$ cat src/rtl/gpr_wport_arbiter_if.sv
// Signal bundle between the GPR write-port arbiter and its neighbours:
// writeback (port A), long-latency unit (port B), GPR write inputs and hazard/stall outputs.
interface gpr_wport_arbiter_if;
    logic        wb_we;
    logic [4:0]  wb_reg;
    logic [31:0] wb_data;
    logic        lu_valid;
    logic [4:0]  lu_reg;
    logic [31:0] lu_data;
    logic        lu_ready;
    logic        gpr_we;
    logic [4:0]  gpr_wreg;
    logic [31:0] gpr_wdata;
    logic [31:0] pend_mask;
    logic        stall_req;

    modport master (
        output wb_we, wb_reg, wb_data, lu_valid, lu_reg, lu_data,
        input  lu_ready, gpr_we, gpr_wreg, gpr_wdata, pend_mask, stall_req
    );

    modport slave (
        input  wb_we, wb_reg, wb_data, lu_valid, lu_reg, lu_data,
        output lu_ready, gpr_we, gpr_wreg, gpr_wdata, pend_mask, stall_req
    );
endinterface

$ cat src/rtl/gpr_wport_arbiter.sv
// Single GPR write port shared by writeback (port A, always wins) and a queued
// long-latency port B, with younger-write squashing, pending mask and starvation stall.
module gpr_wport_arbiter #(
    parameter int DEPTH        = 2,
    parameter int STARVE_LIMIT = 4
) (
    input  logic                clk,
    input  logic                rst_n,
    gpr_wport_arbiter_if.slave  bus
);
    localparam int AW = (DEPTH > 1) ? $clog2(DEPTH) : 1;
    localparam int CW = AW + 1;
    localparam int SW = $clog2(STARVE_LIMIT + 1);
    localparam logic [CW-1:0] DEPTH_C = CW'(DEPTH);
    localparam logic [SW-1:0] LIMIT_C = SW'(STARVE_LIMIT);

    logic [4:0]    r_reg  [DEPTH];
    logic [31:0]   r_data [DEPTH];
    logic [DEPTH-1:0] r_live;
    logic [AW-1:0] r_wptr;
    logic [AW-1:0] r_rptr;
    logic [CW-1:0] r_count;
    logic [SW-1:0] r_starve;
    logic          r_lu_ready;
    logic          r_gpr_we;
    logic [4:0]    r_gpr_wreg;
    logic [31:0]   r_gpr_wdata;
    logic          r_stall_req;

    logic          w_a_req;
    logic          w_hs;
    logic          w_push;
    logic          w_pop;
    logic          w_empty;
    logic          w_head_live;
    logic [CW-1:0] w_count_next;
    logic [SW-1:0] w_starve_next;
    logic [DEPTH-1:0] w_live_next;
    logic [31:0]   w_pend;

    // Port B handshake: a transfer happens on an edge where lu_valid && lu_ready;
    // lu_ready is registered, so it only reflects occupancy as of the previous edge.
    assign w_a_req     = bus.wb_we && (bus.wb_reg != 5'd0);
    assign w_hs        = bus.lu_valid && r_lu_ready;
    assign w_push      = w_hs && (bus.lu_reg != 5'd0);
    assign w_empty     = (r_count == '0);
    assign w_head_live = !w_empty && r_live[r_rptr];
    assign w_pop       = !w_a_req && !w_empty;
    assign w_count_next = r_count + CW'(w_push) - CW'(w_pop);

    // Live bits only exist for occupied slots, so pend_mask never sees stale entries.
    always_comb begin
        w_live_next = r_live;
        for (int i = 0; i < DEPTH; i++) begin
            if (w_a_req && (r_reg[i] == bus.wb_reg))
                w_live_next[i] = 1'b0;
        end
        if (w_pop)
            w_live_next[r_rptr] = 1'b0;
        if (w_push)
            w_live_next[r_wptr] = !(w_a_req && (bus.lu_reg == bus.wb_reg));
    end

    always_comb begin
        w_starve_next = '0;
        if (w_head_live && w_a_req)
            w_starve_next = (r_starve == LIMIT_C) ? r_starve : r_starve + SW'(1);
    end

    always_comb begin
        w_pend = '0;
        for (int i = 0; i < DEPTH; i++) begin
            if (r_live[i])
                w_pend[r_reg[i]] = 1'b1;
        end
    end

    always_ff @(posedge clk or negedge rst_n) begin
        if (!rst_n) begin
            for (int i = 0; i < DEPTH; i++) begin
                r_reg[i]  <= '0;
                r_data[i] <= '0;
            end
            r_live      <= '0;
            r_wptr      <= '0;
            r_rptr      <= '0;
            r_count     <= '0;
            r_starve    <= '0;
            r_lu_ready  <= 1'b0;
            r_gpr_we    <= 1'b0;
            r_gpr_wreg  <= '0;
            r_gpr_wdata <= '0;
            r_stall_req <= 1'b0;
        end else begin
            if (w_push) begin
                r_reg[r_wptr]  <= bus.lu_reg;
                r_data[r_wptr] <= bus.lu_data;
                r_wptr         <= r_wptr + AW'(1);
            end
            if (w_pop)
                r_rptr <= r_rptr + AW'(1);
            r_live      <= w_live_next;
            r_count     <= w_count_next;
            r_starve    <= w_starve_next;
            r_lu_ready  <= (w_count_next < DEPTH_C);
            r_stall_req <= (w_starve_next == LIMIT_C);

            if (w_a_req) begin
                r_gpr_we    <= 1'b1;
                r_gpr_wreg  <= bus.wb_reg;
                r_gpr_wdata <= bus.wb_data;
            end else if (w_head_live) begin
                r_gpr_we    <= 1'b1;
                r_gpr_wreg  <= r_reg[r_rptr];
                r_gpr_wdata <= r_data[r_rptr];
            end else begin
                r_gpr_we    <= 1'b0;
            end
        end
    end

    assign bus.lu_ready  = r_lu_ready;
    assign bus.gpr_we    = r_gpr_we;
    assign bus.gpr_wreg  = r_gpr_wreg;
    assign bus.gpr_wdata = r_gpr_wdata;
    assign bus.pend_mask = w_pend;
    assign bus.stall_req = r_stall_req;
endmodule
$ cat src/flat_wrapper.sv
// flat-port wrapper written by rule: the top's interface ports become plain ports
module gpr_wport_arbiter_flat 
#(
    parameter int DEPTH        = 2,
    parameter int STARVE_LIMIT = 4
)
  (clk, rst_n, bus_wb_we, bus_wb_reg, bus_wb_data, bus_lu_valid, bus_lu_reg, bus_lu_data, bus_lu_ready, bus_gpr_we, bus_gpr_wreg, bus_gpr_wdata, bus_pend_mask, bus_stall_req);
  gpr_wport_arbiter_if bus_i ();
  input  logic clk;
  input  logic rst_n;
  input wire logic [$bits(bus_i.wb_we)-1:0] bus_wb_we;
  input wire logic [$bits(bus_i.wb_reg)-1:0] bus_wb_reg;
  input wire logic [$bits(bus_i.wb_data)-1:0] bus_wb_data;
  input wire logic [$bits(bus_i.lu_valid)-1:0] bus_lu_valid;
  input wire logic [$bits(bus_i.lu_reg)-1:0] bus_lu_reg;
  input wire logic [$bits(bus_i.lu_data)-1:0] bus_lu_data;
  output wire logic [$bits(bus_i.lu_ready)-1:0] bus_lu_ready;
  output wire logic [$bits(bus_i.gpr_we)-1:0] bus_gpr_we;
  output wire logic [$bits(bus_i.gpr_wreg)-1:0] bus_gpr_wreg;
  output wire logic [$bits(bus_i.gpr_wdata)-1:0] bus_gpr_wdata;
  output wire logic [$bits(bus_i.pend_mask)-1:0] bus_pend_mask;
  output wire logic [$bits(bus_i.stall_req)-1:0] bus_stall_req;
  assign bus_i.wb_we = bus_wb_we;
  assign bus_i.wb_reg = bus_wb_reg;
  assign bus_i.wb_data = bus_wb_data;
  assign bus_i.lu_valid = bus_lu_valid;
  assign bus_i.lu_reg = bus_lu_reg;
  assign bus_i.lu_data = bus_lu_data;
  assign bus_lu_ready = bus_i.lu_ready;
  assign bus_gpr_we = bus_i.gpr_we;
  assign bus_gpr_wreg = bus_i.gpr_wreg;
  assign bus_gpr_wdata = bus_i.gpr_wdata;
  assign bus_pend_mask = bus_i.pend_mask;
  assign bus_stall_req = bus_i.stall_req;
  gpr_wport_arbiter #(.DEPTH(DEPTH), .STARVE_LIMIT(STARVE_LIMIT)) u_core (.clk(clk), .rst_n(rst_n), .bus(bus_i));
endmodule
$ cat config.mk
export PLATFORM = sky130hd
export DESIGN_NAME = gpr_wport_arbiter_flat
export DESIGN_NICKNAME = d
export VERILOG_FILES = /design/src/rtl/gpr_wport_arbiter_if.sv /design/src/rtl/gpr_wport_arbiter.sv /design/src/flat_wrapper.sv
export SDC_FILE = /design/constraint.sdc
export NUM_CORES = 1
export LEC_CHECK = 0
export CAP_MARGIN = 40
export CORE_MARGIN = 3
export CORE_UTILIZATION = 34
export DETAILED_ROUTE_END_ITERATION = 10
export PLACE_DENSITY = 0.68
export SLEW_MARGIN = 20
export SYNTH_ARGS = -nofsm -noshare
export SYNTH_HDL_FRONTEND = slang
export SYNTH_SLANG_ARGS = --single-unit
$ cat constraint.sdc
create_clock -name clk -period 2.3 [get_ports clk]
set_input_delay 0.345 -clock clk [delete_from_list [all_inputs] [get_ports clk]]
set_output_delay 0.345 -clock clk [all_outputs]
set_load 0.02 [all_outputs]
==> impl_metrics.prom <==
# TYPE chip_impl_metric gauge
chip_impl_info{name="run_status",value="finished, final reports clean"} 1
chip_impl_metric{name="p_total",unit="W"} 0.0119
chip_impl_metric{name="final_cell_count_no_fill",unit=""} 932
chip_impl_metric{name="clock_insertion_delay_worst_skew",unit="ps"} 420
chip_impl_metric{name="vdd_ir_drop_max",unit="uV"} 945
chip_impl_metric{name="pin_count",unit=""} 150
chip_impl_metric{name="met3RoutedLength",unit="um"} 793
chip_impl_metric{name="num_rows",unit=""} 48
chip_impl_metric{name="synth_warnings",unit=""} 0
chip_impl_metric{name="p_leak",unit="nW"} 3.71
chip_impl_metric{name="power_density",unit="nW/um^2"} 1350
chip_impl_metric{name="relSlewSlack",unit=""} 0.556
chip_impl_metric{name="total_of_flip_flops_plus_latches_after_synthesis",unit=""} 123
chip_impl_metric{name="post_synth.cell_area_avg",unit="um^2"} 11.8
chip_impl_metric{name="drc",unit=""} 0
chip_impl_metric{name="worst_r2r_path_depth",unit=""} 8
chip_impl_metric{name="synth_cell_types",unit=""} 33
chip_impl_metric{name="starting_density_of_the_core",unit=""} 0.349
chip_impl_metric{name="combinationalPowerShare",unit=""} 0.432
chip_impl_metric{name="detail_route.wirelength.met1",unit="um"} 6710
chip_impl_metric{name="setup_viol",unit=""} 0
chip_impl_info{name="tritoncts",value="yes"} 1
chip_impl_metric{name="dr.first_iter.drc_count",unit=""} 212
chip_impl_info{name="path_delay_family",value="simple AND/OR/NAND/NOR gates"} 1
chip_impl_metric{name="post_drt_via_cell_ratio",unit=""} 4.98
chip_impl_metric{name="path_clk_slew",unit="ps"} 50
chip_impl_metric{name="number_of_buffers_added_by_the_clock_tree_synthesis_step",unit=""} 17
chip_impl_metric{name="cap_violations",unit=""} 0
chip_impl_metric{name="grt_pass1_vias",unit=""} 5077
chip_impl_metric{name="die_area",unit="um^2"} 19400
chip_impl_metric{name="dp_hpwl",unit="um"} 10900
chip_impl_metric{name="post_syn_instances",unit=""} 514
chip_impl_metric{name="number_of_nets_in_the_final_layout",unit=""} 776
chip_impl_info{name="worstHoldPathType",value="in2reg"} 1
chip_impl_metric{name="number_of_antenna_violations_at_the_first_check_in_global_routing",unit=""} 0
chip_impl_metric{name="drtAntennaViolNets",unit=""} 0
chip_impl_metric{name="worstHoldPathCells",unit=""} 4
chip_impl_metric{name="portBuffers",unit=""} 149
chip_impl_info{name="worst-setup-path-type",value="reg2out"} 1
chip_impl_metric{name="timing.final.crit_share",unit=""} 0.977
chip_impl_metric{name="cp.buffers_inverters",unit=""} 1
chip_impl_info{name="critical_path.reg2reg.startpoint",value="u_core.r_count[1]"} 1
chip_impl_metric{name="detail_route.wirelength",unit="um"} 15500
chip_impl_info{name="worst_hold_path.endpoint",value="u_core.bus.gpr_wreg[1]"} 1
chip_impl_metric{name="dieHeight",unit="um"} 139
chip_impl_info{name="crit_path_end_kind",value="output port"} 1
chip_impl_metric{name="hold_viol",unit=""} 0
chip_impl_metric{name="clock_power_share",unit=""} 0.255
chip_impl_metric{name="worst_ep_required_time",unit="ps"} 1960
chip_impl_metric{name="power_frac_seq",unit=""} 0.313
chip_impl_metric{name="grt_use_total",unit=""} 0.163
chip_impl_metric{name="crit_path_max_incr_delay",unit="ps"} 590
chip_impl_info{name="top_layer_used",value="met4"} 1
chip_impl_metric{name="replace_congestion",unit=""} 0.822
chip_impl_metric{name="layout-drive-gt1-share",unit=""} 0.318
chip_impl_metric{name="p_int",unit="W"} 0.00800
chip_impl_metric{name="route.met2.wl",unit="um"} 7890
chip_impl_metric{name="grt-ovfl-total",unit=""} 0
chip_impl_info{name="cp-start-kind",value="flip-flop"} 1
chip_impl_metric{name="peak_clock_frequency_supported_by_timing",unit="GHz"} 0.445
chip_impl_metric{name="post-route-min-period",unit="ps"} 2250
chip_impl_metric{name="grt_pass1_wl",unit="um"} 25700
chip_impl_metric{name="clockBufferDepth",unit=""} 2
chip_impl_metric{name="largest_fanout_of_any_net_on_the_critical_path",unit=""} 8
chip_impl_metric{name="htree_num_levels",unit=""} 4
chip_impl_metric{name="swShare",unit=""} 0.327
chip_impl_info{name="rr_endpoint",value="u_core.bus.lu_ready"} 1
chip_impl_metric{name="cts.sinks",unit=""} 123
chip_impl_info{name="crit_chain",value="or3b_2 > o22ai_1 > clkdlybuf4s15_2"} 1
chip_impl_metric{name="maxSlewViolCount",unit=""} 0
chip_impl_info{name="timing.critical_path.slowest_stage_cell",value="or3b_2"} 1
chip_impl_metric{name="post_synth_instance_area",unit="um^2"} 6050
chip_impl_metric{name="firstDrtPassIters",unit=""} 5
chip_impl_metric{name="timing_worst_slew_pin_value",unit="ps"} 666
chip_impl_metric{name="layout-area-overhead-vs-synth",unit="%"} 45.1
chip_impl_info{name="clockRootBuffer",value="clkbuf_16"} 1
chip_impl_metric{name="core_area",unit="um^2"} 17400
chip_impl_metric{name="n_antenna_cell",unit=""} 0
chip_impl_metric{name="largest_reg_flops",unit=""} 64
chip_impl_info{name="critical_path.startpoint",value="u_core.r_reg[5]"} 1
chip_impl_metric{name="num_vias",unit=""} 4645
chip_impl_metric{name="worstPathArrival",unit="ps"} 1900
chip_impl_metric{name="worst_clock_skew",unit="ps"} 9.70
chip_impl_info{name="hold_crit_start",value="bus_wb_reg[1]"} 1
chip_impl_metric{name="synth_fp_nets",unit=""} 596
chip_impl_metric{name="grt_max_degree",unit=""} 74
chip_impl_metric{name="wl_per_cell",unit="um"} 16.7
chip_impl_metric{name="ys_seq_area_frac",unit=""} 0.508
chip_impl_metric{name="chipWidth",unit="um"} 139
chip_impl_metric{name="power.switching",unit="W"} 0.00389
chip_impl_metric{name="place.detailed.instances",unit=""} 886
chip_impl_metric{name="timing.reg2reg.setup_slack",unit="ps"} 580
## cells by family after synthesis
| family | count (synthesis) | share of synthesized area |
|---|---|---|
| mux | 147 | 0.266 |
| flops | 123 | 0.508 |
| simple gates | 95 | 0.0773 |
| compound gates | 81 | 0.0785 |
| buf+inv | 44 | 0.0329 |
| xor+xnor | 20 | 0.0289 |
| fa+ha+maj | 4 | 0.00827 |
## power groups by stage
| stage | Sequential (W) | Combinational (W) | Clock, W |
|---|---|---|---|
| 2_1_floorplan | 0.00384 | 0.00314 | 0 |
| 3_3_place_gp | 0.00369 | 0.00491 | 0 |
| 3_5_place_dp | 0.00376 | 0.00506 | 0 |
| 4_1_cts | 0.00374 | 0.00510 | 0.00311 |
| 5_1_grt | 0.00385 | 0.00557 | 0.00321 |
| 6_report | 0.00372 | 0.00514 | 0.00304 |
## stage by stage
stage                     setup slack, ps  hold WS (ps)   util  setup TNS (ps)  cell area, um^2
final                                53.9           342  0.506               0             8780
after detailed placement             -366           373  0.462           -3530             8020
after global routing                -18.6           377  0.506           -18.6             8780
after floorplan                      47.9          49.4      -               0             6050
after global placement               -306           376  0.462           -3490             8020
after CTS                           -14.6           452  0.504           -14.6             8750
## cells in the final DEF, fill, tap and decap left out, types with 2 or more instances in the layout
cell type          n
nor2_1             6
clkdlybuf4s50_1  115
nand3_2            2
xnor2_1           13
o21ai_0           40
mux2i_1           38
nor3_1             2
clkbuf_16         17
buf_12             6
nand3b_1          10
or4_4              2
buf_4             45
ha_1               4
clkbuf_8           2
buf_2              3
clkdlybuf4s15_2    4
clkdlybuf4s15_1    3
or3_1              2
nand3_1            5
dlygate4sd2_1     13
mux2_2           109
nor4_1             3
and3_1             2
dfrtp_2            3
xor2_1             7
dfrtp_1          120
clkinv_2           3
or3b_2             5
nor2_4             2
inv_1              6
bufinv_16          6
clkinvlp_4         3
nand2_1           52
o22ai_1           33
clkbuf_2           7
## worst max-delay path by stage
stage                     endpoint  slack (ps)  depth (start not counted)
6_report         bus_pend_mask[24]          50                          3
2_1_floorplan  u_core.bus.lu_ready          50                         10
3_3_place_gp   u_core.bus.lu_ready        -310                         10
3_5_place_dp   u_core.bus.lu_ready        -370                         10
5_1_grt          bus_pend_mask[30]         -20                          5
4_1_cts           bus_pend_mask[5]         -10                          5
## what timing repair did
action                     in CTS  in global routing
setup endpoints to repair      32                 21
hold endpoints to repair       38                  0
setup buffers                   5                  8
gates resized for setup        67                 19
hold buffers                    1                  0
pin swaps                       0                  2
## Yosys cell counts, drive strengths merged
master     n  area share
nand3      7      0.0058
clkbuf    23       0.014
or4        2      0.0031
ha         4      0.0083
o211a      1      0.0017
o21a       1      0.0012
xnor2     13       0.019
dfrtp    123        0.51
xor2       7       0.010
nor4       3      0.0031
mux2i     38       0.063
o21ai     41       0.035
o311ai     1      0.0014
o2111ai    1      0.0025
nor3b      1      0.0012
nand2     52       0.032
nor2       8      0.0050
nand3b    10       0.012
or3b       6      0.0087
o211ai     1      0.0012
nor3       2      0.0017
or3        2      0.0021
and3       2      0.0021
o22ai     34       0.035
mux2     109        0.20
buf       15       0.015
inv        6      0.0037
a21oi      1     0.00083
## final cells by class
class	count	area, um^2
fill	1505	8570
inverter	6	22.5
clock inverter	12	218
sequential	123	3080
multi-input combinational	347	2840
clock buffer	20	457
timing repair buffer	199	1880
tap	225	282
## metal layers
metal  track usage  up-vias
li1              -     2207
met1         0.195     2287
met2         0.284      139
met3        0.0464       12
met4        0.0515        0
met5             0        -
## tightest hold or removal path: cells and delay by family
family	cells	cell delay [ps]
buf+inv	2	260
compound gates	1	60
simple gates	1	50
(Power assumes the default switching activity.)
==> variant (config.mk and constraints unchanged) <==
`STARVE_LIMIT` is set to 4 in 2 places; all go to 8.
--- a/src/rtl/gpr_wport_arbiter.sv
+++ b/src/rtl/gpr_wport_arbiter.sv
@@ -3,5 +3,5 @@
 module gpr_wport_arbiter #(
     parameter int DEPTH        = 2,
-    parameter int STARVE_LIMIT = 4
+    parameter int STARVE_LIMIT = 8
 ) (
     input  logic                clk,
--- a/src/flat_wrapper.sv
+++ b/src/flat_wrapper.sv
@@ -3,5 +3,5 @@
 #(
     parameter int DEPTH        = 2,
-    parameter int STARVE_LIMIT = 4
+    parameter int STARVE_LIMIT = 8
 )
   (clk, rst_n, bus_wb_we, bus_wb_reg, bus_wb_data, bus_lu_valid, bus_lu_reg, bus_lu_data, bus_lu_ready, bus_gpr_we, bus_gpr_wreg, bus_gpr_wdata, bus_pend_mask, bus_stall_req);
Function: changed (Yosys sat finds a counterexample within 10 cycles, from zero or initial values and one cycle with rst_n low).
==> variant against the original RTL <==
- design area fell by 1.3%
- cell count grew 3.3%
- maximum frequency up 0.57%
- sequential cell count up 1
- clock power down 15%
- setup slack improved by 13 ps
- core utilization fell by 0.84 points
- wire length is 3.8% higher
- sequential share of layout area is 0.76 points higher
- power is 2.7% lower
- synthesized area grew 0.97%
- non-clock buffer count down 7
- largest power group unchanged
==> variant: results (changes against the original RTL) <==
- Outcome: complete, no violations (unchanged)
- Crit-path max FO: 2 (was 8)
- R2R setup slack: 390 ps (was 580 ps)
- GRT Overall Usage: 16.8% (was 16.3%)
- Worst Tran Pin Value: 719 ps (was 666 ps)
- List of most frequent post-synthesis cells: dfrtp_1 (124), mux2_2 (71), nand2_1 (49), a21oi_1 (39) (was dfrtp_1 (123), mux2_2 (109), nand2_1 (52), o21ai_0 (40), mux2i_1 (38))
- Reg2reg end: u_core.bus.gpr_wdata[3]$_DFFE_PN0P_ (was u_core.bus.lu_ready$_DFF_PN0_)
- 1st-pass router iterations: 4 (was 5)
- Vias in the first global route: 5296 (was 5077)
- RR Startpoint: u_core.r_live[0]$_DFF_PN0_ (was u_core.r_count[1]$_DFF_PN0_)
- Slowest-stage cell, CP: or4_4 (was or3b_2)
- Number of distinct library cells after synthesis: 38 (was 33)
- DR vias/cell: 5.16 (was 4.98)
- Iter 0 DRT Violations: 289 (was 212)
- Ys async rst share: 100% (unchanged)
- Initial antenna violation count: 0 (unchanged)
- CTS HTree Levels: 4 (unchanged)
- Sequential-to-total area share from yosys stat: 50.8% (about the same)
- Detailed placement HPWL: 11.6 mm (was 10.9 mm)
- M1 WL: 6.95 mm (was 6.71 mm)
- Met3 wire len: 861 µm (was 793 µm)
- WL/cell: 16.7 µm (about the same)
- Mux cell area share after synthesis: 19.1% (was 26.6%)
- First-pass GRT wire length: 26.6 mm (was 25.7 mm)
- Post-synthesis net count: 645 (was 596)
- Min-Delay Path Class: in2async (was in2reg)
- Synth Area in Compound Gates: 11.1% (was 7.85%)
- Largest net degree at the start of global routing: 73 (was 74)
- Synth Area in XOR/XNOR: 3.01% (was 2.89%)
- Fin nets: 807 (was 776)
- Layout Skew: 5.89 ps (was 9.70 ps)
- Share of cells above drive strength 1: 23.0% (was 31.8%)
- Adder-Cell Fraction of Synth Area: 0.819% (was 0.827%)
- Dominant cells by area after synthesis: dfrtp_1 (51%), mux2_2 (13%), mux2i_1 (6.1%) (was dfrtp_1 (51%), mux2_2 (20%), mux2i_1 (6.3%))
- Buffers on Ports: 149 (unchanged)
- Critical Path Source: bus_wb_reg[0] (was u_core.r_reg[5]$_DFFE_PN0P_)
- Reg2reg path depth: 6 (was 8)
- Worst Setup EP: u_core.bus.lu_ready$_DFF_PN0_ (was bus_pend_mask[24])
- Met2 routed WL: 8.04 mm (was 7.89 mm)
- Leak Pwr: 3.71 nW (about the same)
- Worst-case vdd ir drop: 0.000504 V (was 0.000945 V)
- GPL Wtd Cong: 0.883 (was 0.822)
-- variant: kinds of logic (layout without fill, tap and decap cells) --
kind of cell | after synthesis | count (layout)
DFF | 124 | 124
muxes | 108 | 108
buffers and inverters | 55 | 230
and+or+nand+nor | 133 | 133
adders and majority gates | 4 | 4
AOI/OAI and AO/OA | 118 | 118
xor gates and xnor gates | 21 | 21
-- variant: worst min path at each step --
| stage | from | cells after the start | to | slack, ps |
|---|---|---|---|---|
| 6_report | rst_n | 2 | u_core.r_data[9]$_DFFE_PN0P_ | 400 |
| 3_3_place_gp | rst_n | 1 | u_core.r_data[8]$_DFFE_PN0P_ | 300 |
| 5_1_grt | rst_n | 2 | u_core.r_data[42]$_DFFE_PN0P_ | 450 |
| 3_5_place_dp | rst_n | 1 | u_core.r_data[40]$_DFFE_PN0P_ | 310 |
| 4_1_cts | rst_n | 2 | u_core.bus.gpr_wdata[5]$_DFFE_PN0P_ | 400 |
| 2_1_floorplan | rst_n | 0 | u_core.bus.gpr_wdata[0]$_DFFE_PN0P_ | 50 |
-- variant: worst reg2reg max path, cell delays in order (launching register included) --
cell and delay (ps):
dfrtp_1 380, buf_4 170, mux2i_4 150, or2_1 510, buf_4 340, a21oi_1 100
o21ai_0 170
-- variant: repair_timing --
action                                  4_1_cts  5_1_grt
setup buffers                                 4        0
hold endpoints to repair                     30        0
pin swaps                                     0        1
endpoints found under the setup margin       32       14
hold buffers                                  1        0
gates resized for setup                      42       18
-- variant: where the power goes --
| group | internal [mW] | switching [mW] | total [mW] |
|---|---|---|---|
| registers | 3.18 | 0.596 | 3.78 |
| clock network | 1.67 | 0.914 | 2.59 |
| logic | 2.53 | 2.68 | 5.21 |
| total | 7.38 | 4.19 | 11.6 |
-- variant: area by class of cell --
type                       count  area [µm²]
sequential                   124        3110
clock inverter                 7        87.6
timing repair buffer         192        1840
inverter                       6        22.5
multi-input combinational    384        2840
fill                        1539        8750
clock buffer                  25         485
tap                          225         282
-- variant: metrics by stage --
stage          util, %  worst slack (ps)  TNS (ps)  area (µm²)  instances
4_1_cts           49.6             -61.2     -61.2        8630        963
3_3_place_gp      46.2              -348     -2280        8040        926
5_1_grt           49.8             -11.2     -11.2        8670        963
2_1_floorplan        -              37.4         0        6110        563
6_report          49.8              66.6         0        8670        963
3_5_place_dp      46.2              -436     -3750        8040        926
-- variant: layer usage --
| layer | vias up | global-route usage (%) |
|---|---|---|
| met4 | 0 | 6.68 |
| met1 | 2452 | 20.2 |
| met5 | - | 0 |
| met3 | 21 | 4.27 |
| li1 | 2347 | - |
| met2 | 149 | 28.8 |
